<file path="config.mk">
export PLATFORM = sky130hd
export DESIGN_NAME = gomoku_turn_ctrl
export DESIGN_NICKNAME = d
export VERILOG_FILES = /design/src/rtl/gomoku_turn_ctrl.sv
export SDC_FILE = /design/constraint.sdc
export NUM_CORES = 1
export LEC_CHECK = 0
export ABC_CLOCK_PERIOD_IN_PS = 6400
export CORE_AREA = 2 2 193 195
export DETAILED_ROUTE_END_ITERATION = 10
export DIE_AREA = 0 0 195 197
export GPL_TIMING_DRIVEN = 0
export PLACE_DENSITY = 0.86
export SYNTH_ARGS = -nofsm -noshare
export SYNTH_HDL_FRONTEND = slang
export SYNTH_SLANG_ARGS = --single-unit
</file>
<file path="constraint.sdc">
create_clock -name clk -period 6.4 [get_ports clk]
set_clock_uncertainty 0.2 [all_clocks]
set_input_delay 1.6 -clock clk [delete_from_list [all_inputs] [get_ports clk]]
set_output_delay 1.6 -clock clk [all_outputs]
set_load 0.05 [all_outputs]
</file>
<file path="src/rtl/gomoku_turn_ctrl.sv">
`default_nettype none
// ---------------------------------------------------------------------------
// gomoku_turn_ctrl : human-vs-AI gomoku turn sequencer on a BOARD_N^2 board.
// Optional macro GOMOKU_HUMAN_TIMER_EN adds a human-move forfeit timer.
// Revision: 1.0
// ---------------------------------------------------------------------------
module gomoku_turn_ctrl #(
  parameter int BOARD_N       = 15,
  parameter int AI_TIMEOUT    = 1023,
  parameter int HUMAN_TIMEOUT = 50000000
) (
  input  logic                         clk,
  input  logic                         reset,
  input  logic                         restart,
  input  logic                         place,
  input  logic [3:0]                   cur_x,
  input  logic [3:0]                   cur_y,
  input  logic [BOARD_N*BOARD_N-1:0]   ai_board,
  input  logic                         ai_finish,
  input  logic [3:0]                   ai_x,
  input  logic [3:0]                   ai_y,
  output logic                         ai_enable,
  output logic                         ai_rst_n,
  output logic [BOARD_N*BOARD_N-1:0]   human_board,
  output logic                         human_turn,
  output logic                         illegal,
  output logic                         game_over,
  output logic                         fault,
  output logic [7:0]                   move_count,
  output logic [3:0]                   last_x,
  output logic [3:0]                   last_y
);

  localparam int         CELLS    = BOARD_N * BOARD_N;
  localparam int         WD_W     = $clog2(AI_TIMEOUT + 1);
  localparam logic [7:0] c_Cells  = 8'(CELLS);
  localparam logic [3:0] c_Centre = 4'(BOARD_N / 2);

  typedef enum logic [2:0] {
    OPEN       = 3'd0,
    WAIT_HUMAN = 3'd1,
    CHECK      = 3'd2,
    AI_ARM     = 3'd3,
    AI_RUN     = 3'd4,
    OVER       = 3'd5
  } state_t;

  state_t            r_state, w_stateNext;
  logic [CELLS-1:0]  r_humanBoard;
  logic [7:0]        r_moveCount;
  logic [3:0]        r_lastX, r_lastY, r_curX, r_curY;
  logic              r_fault, r_aiRstN, r_engineReady;
  logic [WD_W-1:0]   r_wdog;

  logic              w_inRange, w_legal, w_wdExpire;
  logic [7:0]        w_idx, w_countInc;
  logic              w_latchCursor, w_placeStone, w_bumpCount, w_loadLast, w_raiseFault;
  logic [3:0]        w_nextX, w_nextY;

  // The index is forced to 0 off-board so the bitmaps are never read out of range.
  assign w_inRange  = (r_curX < 4'(BOARD_N)) && (r_curY < 4'(BOARD_N));
  assign w_idx      = w_inRange ? (8'(r_curX) * 8'(BOARD_N) + 8'(r_curY)) : 8'd0;
  assign w_legal    = w_inRange && !r_humanBoard[w_idx] && !ai_board[w_idx];
  assign w_countInc = (r_moveCount == c_Cells) ? r_moveCount : r_moveCount + 8'd1;
  assign w_wdExpire = (r_wdog == WD_W'(AI_TIMEOUT - 1));

`ifdef GOMOKU_HUMAN_TIMER_EN
  logic [25:0] r_humanTimer;
  logic        w_humanExpire;
  assign w_humanExpire = (r_humanTimer == 26'(HUMAN_TIMEOUT - 1));

  always_ff @(posedge clk or negedge reset) begin
    if (!reset)
      r_humanTimer <= '0;
    else if (restart || r_state != WAIT_HUMAN)
      r_humanTimer <= '0;
    else
      r_humanTimer <= r_humanTimer + 26'd1;
  end
`endif

  always_ff @(posedge clk or negedge reset) begin
    if (!reset) r_state <= OPEN;
    else        r_state <= w_stateNext;
  end

  // ai_enable is combinational so it drops in the very cycle finish is consumed.
  always_comb begin
    w_stateNext   = r_state;
    ai_enable     = 1'b0;
    human_turn    = 1'b0;
    illegal       = 1'b0;
    w_latchCursor = 1'b0;
    w_placeStone  = 1'b0;
    w_bumpCount   = 1'b0;
    w_loadLast    = 1'b0;
    w_raiseFault  = 1'b0;
    w_nextX       = 4'd0;
    w_nextY       = 4'd0;
    case (r_state)
      OPEN: begin
        if (r_engineReady) begin
          if (ai_finish) begin
            w_bumpCount = 1'b1;
            w_loadLast  = 1'b1;
            w_nextX     = c_Centre;
            w_nextY     = c_Centre;
            w_stateNext = WAIT_HUMAN;
          end else begin
            ai_enable = 1'b1;
          end
        end
      end
      WAIT_HUMAN: begin
        human_turn = 1'b1;
        if (place) begin
          w_latchCursor = 1'b1;
          w_stateNext   = CHECK;
        end
`ifdef GOMOKU_HUMAN_TIMER_EN
        else if (w_humanExpire) begin
          illegal     = 1'b1;
          w_stateNext = AI_ARM;
        end
`endif
      end
      CHECK: begin
        if (w_legal) begin
          w_placeStone = 1'b1;
          w_bumpCount  = 1'b1;
          w_loadLast   = 1'b1;
          w_nextX      = r_curX;
          w_nextY      = r_curY;
          w_stateNext  = (w_countInc == c_Cells) ? OVER : AI_ARM;
        end else begin
          illegal     = 1'b1;
          w_stateNext = WAIT_HUMAN;
        end
      end
      AI_ARM: begin
        if (w_wdExpire) begin
          w_raiseFault = 1'b1;
          w_stateNext  = OVER;
        end else begin
          ai_enable = 1'b1;
          if (!ai_finish) w_stateNext = AI_RUN;
        end
      end
      AI_RUN: begin
        if (ai_finish) begin
          w_bumpCount = 1'b1;
          w_loadLast  = 1'b1;
          w_nextX     = ai_x;
          w_nextY     = ai_y;
          w_stateNext = (w_countInc == c_Cells) ? OVER : WAIT_HUMAN;
        end else if (w_wdExpire) begin
          w_raiseFault = 1'b1;
          w_stateNext  = OVER;
        end else begin
          ai_enable = 1'b1;
        end
      end
      OVER:    w_stateNext = OVER;
      default: w_stateNext = OPEN;
    endcase
    if (restart) begin
      w_stateNext = OPEN;
      ai_enable   = 1'b0;
      illegal     = 1'b0;
    end
  end

  always_ff @(posedge clk or negedge reset) begin
    if (!reset) begin
      r_humanBoard  <= '0;
      r_moveCount   <= 8'd0;
      r_lastX       <= 4'd0;
      r_lastY       <= 4'd0;
      r_curX        <= 4'd0;
      r_curY        <= 4'd0;
      r_fault       <= 1'b0;
      r_aiRstN      <= 1'b1;
      r_engineReady <= 1'b0;
      r_wdog        <= '0;
    end else begin
      r_aiRstN      <= !restart;
      r_engineReady <= !restart;
      r_wdog        <= (r_state == AI_ARM || r_state == AI_RUN) ? r_wdog + 1'b1 : '0;
      if (restart) begin
        r_humanBoard <= '0;
        r_moveCount  <= 8'd0;
        r_lastX      <= 4'd0;
        r_lastY      <= 4'd0;
        r_fault      <= 1'b0;
      end else begin
        if (w_latchCursor) begin
          r_curX <= cur_x;
          r_curY <= cur_y;
        end
        if (w_placeStone) r_humanBoard[w_idx] <= 1'b1;
        if (w_bumpCount)  r_moveCount <= w_countInc;
        if (w_loadLast) begin
          r_lastX <= w_nextX;
          r_lastY <= w_nextY;
        end
        if (w_raiseFault) r_fault <= 1'b1;
      end
    end
  end

  assign ai_rst_n    = r_aiRstN;
  assign human_board = r_humanBoard;
  assign game_over   = (r_state == OVER);
  assign fault       = r_fault;
  assign move_count  = r_moveCount;
  assign last_x      = r_lastX;
  assign last_y      = r_lastY;

endmodule
`default_nettype wire
</file>
Word level (Yosys, flattened, before mapping)

Index checks and enable logic that the tools add are counted.

$add $sub $neg: 3
Multiply operators: 1
Order comparisons: 4
Equal/unequal tests: 13
Mux-type cells: 59
Bitwise gates (word level): 2
Reductions and logical operators: 14

Operators by type and width:

| operator                                                                      | count |
|---|---|
| 225-bit 2-to-1 mux                                                            | 2 |
| 225-bit OR                                                                    | 1 |
| 3-bit 2-to-1 mux                                                              | 13 |
| 4-bit 2-to-1 mux                                                              | 8 |
| 8-bit 2-to-1 mux                                                              | 4 |
| 4-bit case mux with 3 select lines                                            | 2 |
| 1-bit 2-to-1 mux                                                              | 22 |
| 3-bit case mux with 6 select lines                                            | 1 |
| 1-bit binary-select mux with 8-bit select                                     | 2 |
| 8-bit == test (second input constant)                                         | 2 |
| 10-bit by 1-bit adder with 10-bit output (second input constant)              | 1 |
| 10-bit == test (second input constant)                                        | 1 |
| 10-bit 2-to-1 mux                                                             | 1 |
| 8-bit by 9-bit less-than comparator with 1-bit output (second input constant) | 1 |
| 3-bit != test (second input constant)                                         | 3 |
| 8-bit by 1-bit adder with 8-bit output (second input constant)                | 1 |
| 8-bit by 4-bit adder with 8-bit output                                        | 1 |
| 1-bit demux with 8-bit select                                                 | 1 |
| 8-bit by 1-bit >= comparator with 1-bit output (second input constant)        | 1 |
| 4-bit less-than comparator (second input constant)                            | 2 |
| 4-bit by 4-bit multiplier with 8-bit output (second input constant)           | 1 |
| 4-bit != test (second input constant)                                         | 2 |
| 3-bit by 2-bit == test with 1-bit output (second input constant)              | 2 |
| 3-bit == test (second input constant)                                         | 2 |
| 11 further kinds                                                              | 19 |

Register bits: 265
Word-level logic and storage cells: 107

Logic depth before layout (Yosys ltp)

Depth after elaboration: 12
Gate-level depth with buffers: 20

Worst setup path after synthesis

OpenSTA, ideal clock, no wires.

Path kind: register -> output
From: register r_curX[2]
To: output illegal
Arrival: 4.806 ns
Required time: 4.600 ns
Slack: -0.206 ns
Cell stages (with the launch flop): 16
Buffers on the path: 1
Path through: dfrtp_1 -> fa_1 -> inv_1 -> fa_1 -> fa_1 -> inv_1 -> ha_1 -> xor2_2 -> buf_2 -> nand4_1 -> nor3_1 -> a311oi_1 -> a41o_1 -> a31oi_1 -> nor4_2 -> a31oi_1

Longest elaborated chain between the ends: 11
Elaborated cells between the ends (all ways): 16
Classes of those cells: add/sub (1); mul (1); order compare (1); mux (8); reduce/logical (5)

RTL lines:

| item                                                                                      | line   | RTL |
|---|---|---|
| from (decl)                                                                               | 51     | `logic [3:0] r_lastX, r_lastY, r_curX, r_curY;` |
| from (signal assigned)                                                                    | 197    | `r_curX <= cur_x;` |
| 4-bit by 4-bit multiplier with 8-bit output or 4-bit less-than comparator (tied branches) | 62, 61 |  |
| 8-bit by 4-bit adder with 8-bit output or 1-bit logical AND (tied branches)               | 62, 61 |  |
| 8-bit 2-to-1 mux                                                                          | 62     | `assign w_idx = w_inRange ? (8'(r_curX) * 8'(BOARD_N) + 8'(r_curY)) : 8'd0;` |
| 1-bit binary-select mux with 8-bit select                                                 | 63     | `assign w_legal = w_inRange && !r_humanBoard[w_idx] && !ai_board[w_idx];` |
| 1-bit 2-to-1 mux (not written as such)                                                    | 63     |  |
| 1-bit logical NOT                                                                         | 63     |  |
| 1-bit logical AND                                                                         | 63     |  |
| 1-bit logical AND (*)                                                                     | 63     |  |
| 1-bit 2-to-1 mux (*)                                                                      | 128    | `if (w_legal) begin` |
| 1-bit 2-to-1 mux (*)                                                                      | 100    | `case (r_state)` |
| 1-bit 2-to-1 mux (*)                                                                      | 166    | `if (restart) begin` |
| to (decl)                                                                                 | 26     | `output logic illegal,` |

Mark *: on every way between the ends. The rest lies on a longest branch, timed or not. The select of a mux whose other input is x is not followed.

Final worst setup path

From: register r_curX[0]
To: output illegal

Same word-level chain as after synthesis.

==> results.py <==
metrics = {
    "status": {
        "outcome": "finished, violations left",
        "violations": "DRC, capacitance limit, slew limit, setup timing",
    },
    "worst_setup_path": {
        "r2r_slack_ps": 90,
        "max_stage_delay_ps": 520,
        "rr_startpoint": "r_curX[0]",
        "slowest_stage": "o41ai_2",
        "crit_type": "reg -> out",
        "timing.rr.end": "human_board[72]",
        "path_cells": "ha_1 -> ha_1 -> ha_1 -> buf_4 -> buf_4 -> buf_4 -> buf_2 -> a21oi_1 -> a21oi_1 -> nor2_1 -> o41ai_2 -> nand4b_1 -> nand2_1 -> a31oi_2 -> buf_6",
        "required_ps": 4600,
        "cp_data_arrival_time_ps": 5450,
        "critPathCaptureType": "output pin",
        "start_kind": "flop",
        "worstPathMaxFanout": 11,
        "worstRegToRegCells": 18,
    },
    "drt": {
        "drt_iter0_markers": 2467,
        "drt-met1-wl_um": 33500,
        "ant_nets": 0,
        "vias": 19300,
        "wl_met2_um": 41200,
        "drt_wl_total_um": 97600,
        "firstDrtPassIters": 11,
        "viasPerCell": 6.87,
        "highest_layer": "met5",
        "wl_per_cell_um": 34.7,
        "dr_wl_met3_um": 14100,
        "drc_errors": 1,
    },
    "timing": {
        "max_freq_mhz": 138,
        "hold_violations": 0,
        "min_period_ps": 7250,
        "fin_ws_ps": -851,
        "slew_viol_final": 5,
        "tightest_slew_ps": 1570,
        "rsz0062_at_grt": "yes",
        "hold_ws_ps": 311,
        "fin_crit_sh_pct": 113,
        "slew_headroom_pct": -4.84,
        "finalSetupViolations": 1,
    },
    "logic_synthesis": {
        "syn-num-nets": 2038,
        "ys.flop_type": "dfrtp_1",
        "syn_avg_cell_area_um2": 9.18,
        "synth_top_cell_area_share_pct": 40.8,
        "synth_area_um2": 16200,
        "synth_cell_types": 81,
        "synth_edf_count": 0,
        "yosys_warnings": 0,
        "synth-seq-cells": 265,
        "async_flop_share_pct": 100,
        "synth-seq-area-share_pct": 41.0,
        "netlist_instances": 1764,
        "yosys.area.top_type": "dfrtp_1",
        "yosys-top-cells-area": "dfrtp_1, o21a_1, nor3_1",
    },
    "place": {
        "numPortBuffers": 492,
        "gp_congestion": 1.05,
        "dp_hpwl_um": 71500,
    },
    "cells_and_area": {
        "layout.cells.most_common": "clkdlybuf4s50_1",
        "nets": 2590,
        "final_cell_mix": "clkdlybuf4s50_1, dfrtp_1, nor3_1, o21a_1, nor2_1",
        "drive_gt1_share_pct": 11.9,
        "syn2layout_area_growth_pct": 44.0,
        "fillers": 3064,
    },
    "grt": {
        "grt_pass1_vias": 19100,
        "globalRoute.totalOverflow": 0,
        "grt_pass1_wl_um": 136000,
        "grt.total_usage_pct": 49.6,
        "grt_max_degree": 112,
        "antenna_found_initial": 8,
    },
    "floorplanning": {
        "die_area_um2": 38400,
        "coreArea_um2": 36300,
        "start_util_pct": 44.7,
        "rows": 70,
        "ioPinCount": 493,
        "die_w_um": 195,
        "die_height_um": 197,
    },
    "clocking": {
        "cts_sinks": 265,
        "clock_path_buffers": 3,
        "cts_tree": "done",
        "clkTransAtPathRegs_ps": 60,
        "clock_tree.root_cell": "clkbuf_16",
        "htree_levels": 1,
        "cts_made_buffers": 29,
        "cts_hold_buf": 0,
        "clock_latency_ps": 570,
    },
    "worst_hold_path": {
        "worstHoldEndpoint": "fault",
        "hold_class": "reg -> reg",
        "holdPathStages": 2,
        "hp-start": "fault",
    },
    "flow_run": {
        "maxCapViolCount": 1,
    },
}
[cells in the mapped netlist (all sizes together) (36+ instances only)]
cell type / n
mux2: 36
nor2: 126
nand2: 125
dfrtp: 264
nor3: 235
inv: 41
a21oi: 84
o21ai: 38
clkbuf: 80
mux2i: 42
buf: 75
o21a: 216
[layout make-up]
type	instances	area [µm²]	share of cell area, %
Clock buffer	40	797	3.42
Clock inverter	12	96.3	0.413
Multi-Input combinational cell	1303	8930	38.3
Timing Repair Buffer	521	5240	22.5
Tap cell	468	586	2.51
Inverter	41	158	0.676
Buffer	155	861	3.69
Sequential cell	265	6640	28.5
Antenna cell	5	12.5	0.0537
[logic make-up (layout without fill, tap and decap cells)]
group,Yosys count,count (layout),synth area share [%]
AO/OA/AOI/OAI,517,517,22.8
other,0,5,0
XOR/XNOR,13,13,0.750
adder cells (fa/ha/maj),28,28,2.49
flip-flops,265,265,41.0
AND/OR/NAND/NOR,648,648,19.5
multiplexers,97,97,7.74
buffers and inverters,196,769,5.75
[critical path, delay by kind of cell (launching register included)]
family | cells | cell delay (ps)
AO/OA/AOI/OAI | 4 | 1140
adder cells (fa/ha/maj) | 3 | 980
buffers and inverters | 5 | 1670
flip-flops | 1 | 430
AND/OR/NAND/NOR | 3 | 650
[flip-flops by register name (all words and copies together), names as in the netlist, 3 cells and up]
signal       flops
r_curX           4
move_count       8
last_y           4
human_board    225
r_wdog          10
r_state          3
r_curY           4
last_x           4
[what timing repair did]
| action | in CTS | in global routing |
|---|---|---|
| endpoints found under the setup margin | 244 | 3 |
| pin swaps | 17 | 9 |
| resized for setup | 89 | 17 |
| buffers inserted | 21 | 2 |
| gates cloned | 1 | 0 |
[worst max path at each step]
stage,from,end,slack [ps],cells past startpoint
final,r_curX[0],illegal,-850,15
after global routing,r_curX[1],illegal,-770,20
after CTS,r_curX[2],illegal,-660,17
after detailed placement,r_curX[0],illegal,-1850,16
after global placement,reset,human_board[20],-8000,1
after floorplan,r_curX[2],illegal,70,15
[layer usage]
metal  GRT usage, %  up-vias
li1               -     7656
met1           58.3     9404
met2           73.9     1738
met3           19.6      508
met4           36.2        2
met5           1.28        -
[through the flow]
step	setup slack (ps)	cells	setup TNS, ps	util, %	cell area (µm²)
after floorplan	68.9	1764	0	-	16200
after global placement	-8000	2724	-2280920	59.9	21700
after detailed placement	-1850	2729	-71870	60.2	21800
after CTS	-663	2803	-663	64.0	23200
after global routing	-771	2808	-771	64.3	23300
final	-851	2810	-851	64.3	23300
Power is left out: the tool's default activity adds up to more than one toggle a clock period on the data nets, which glitch-free logic cannot reach.
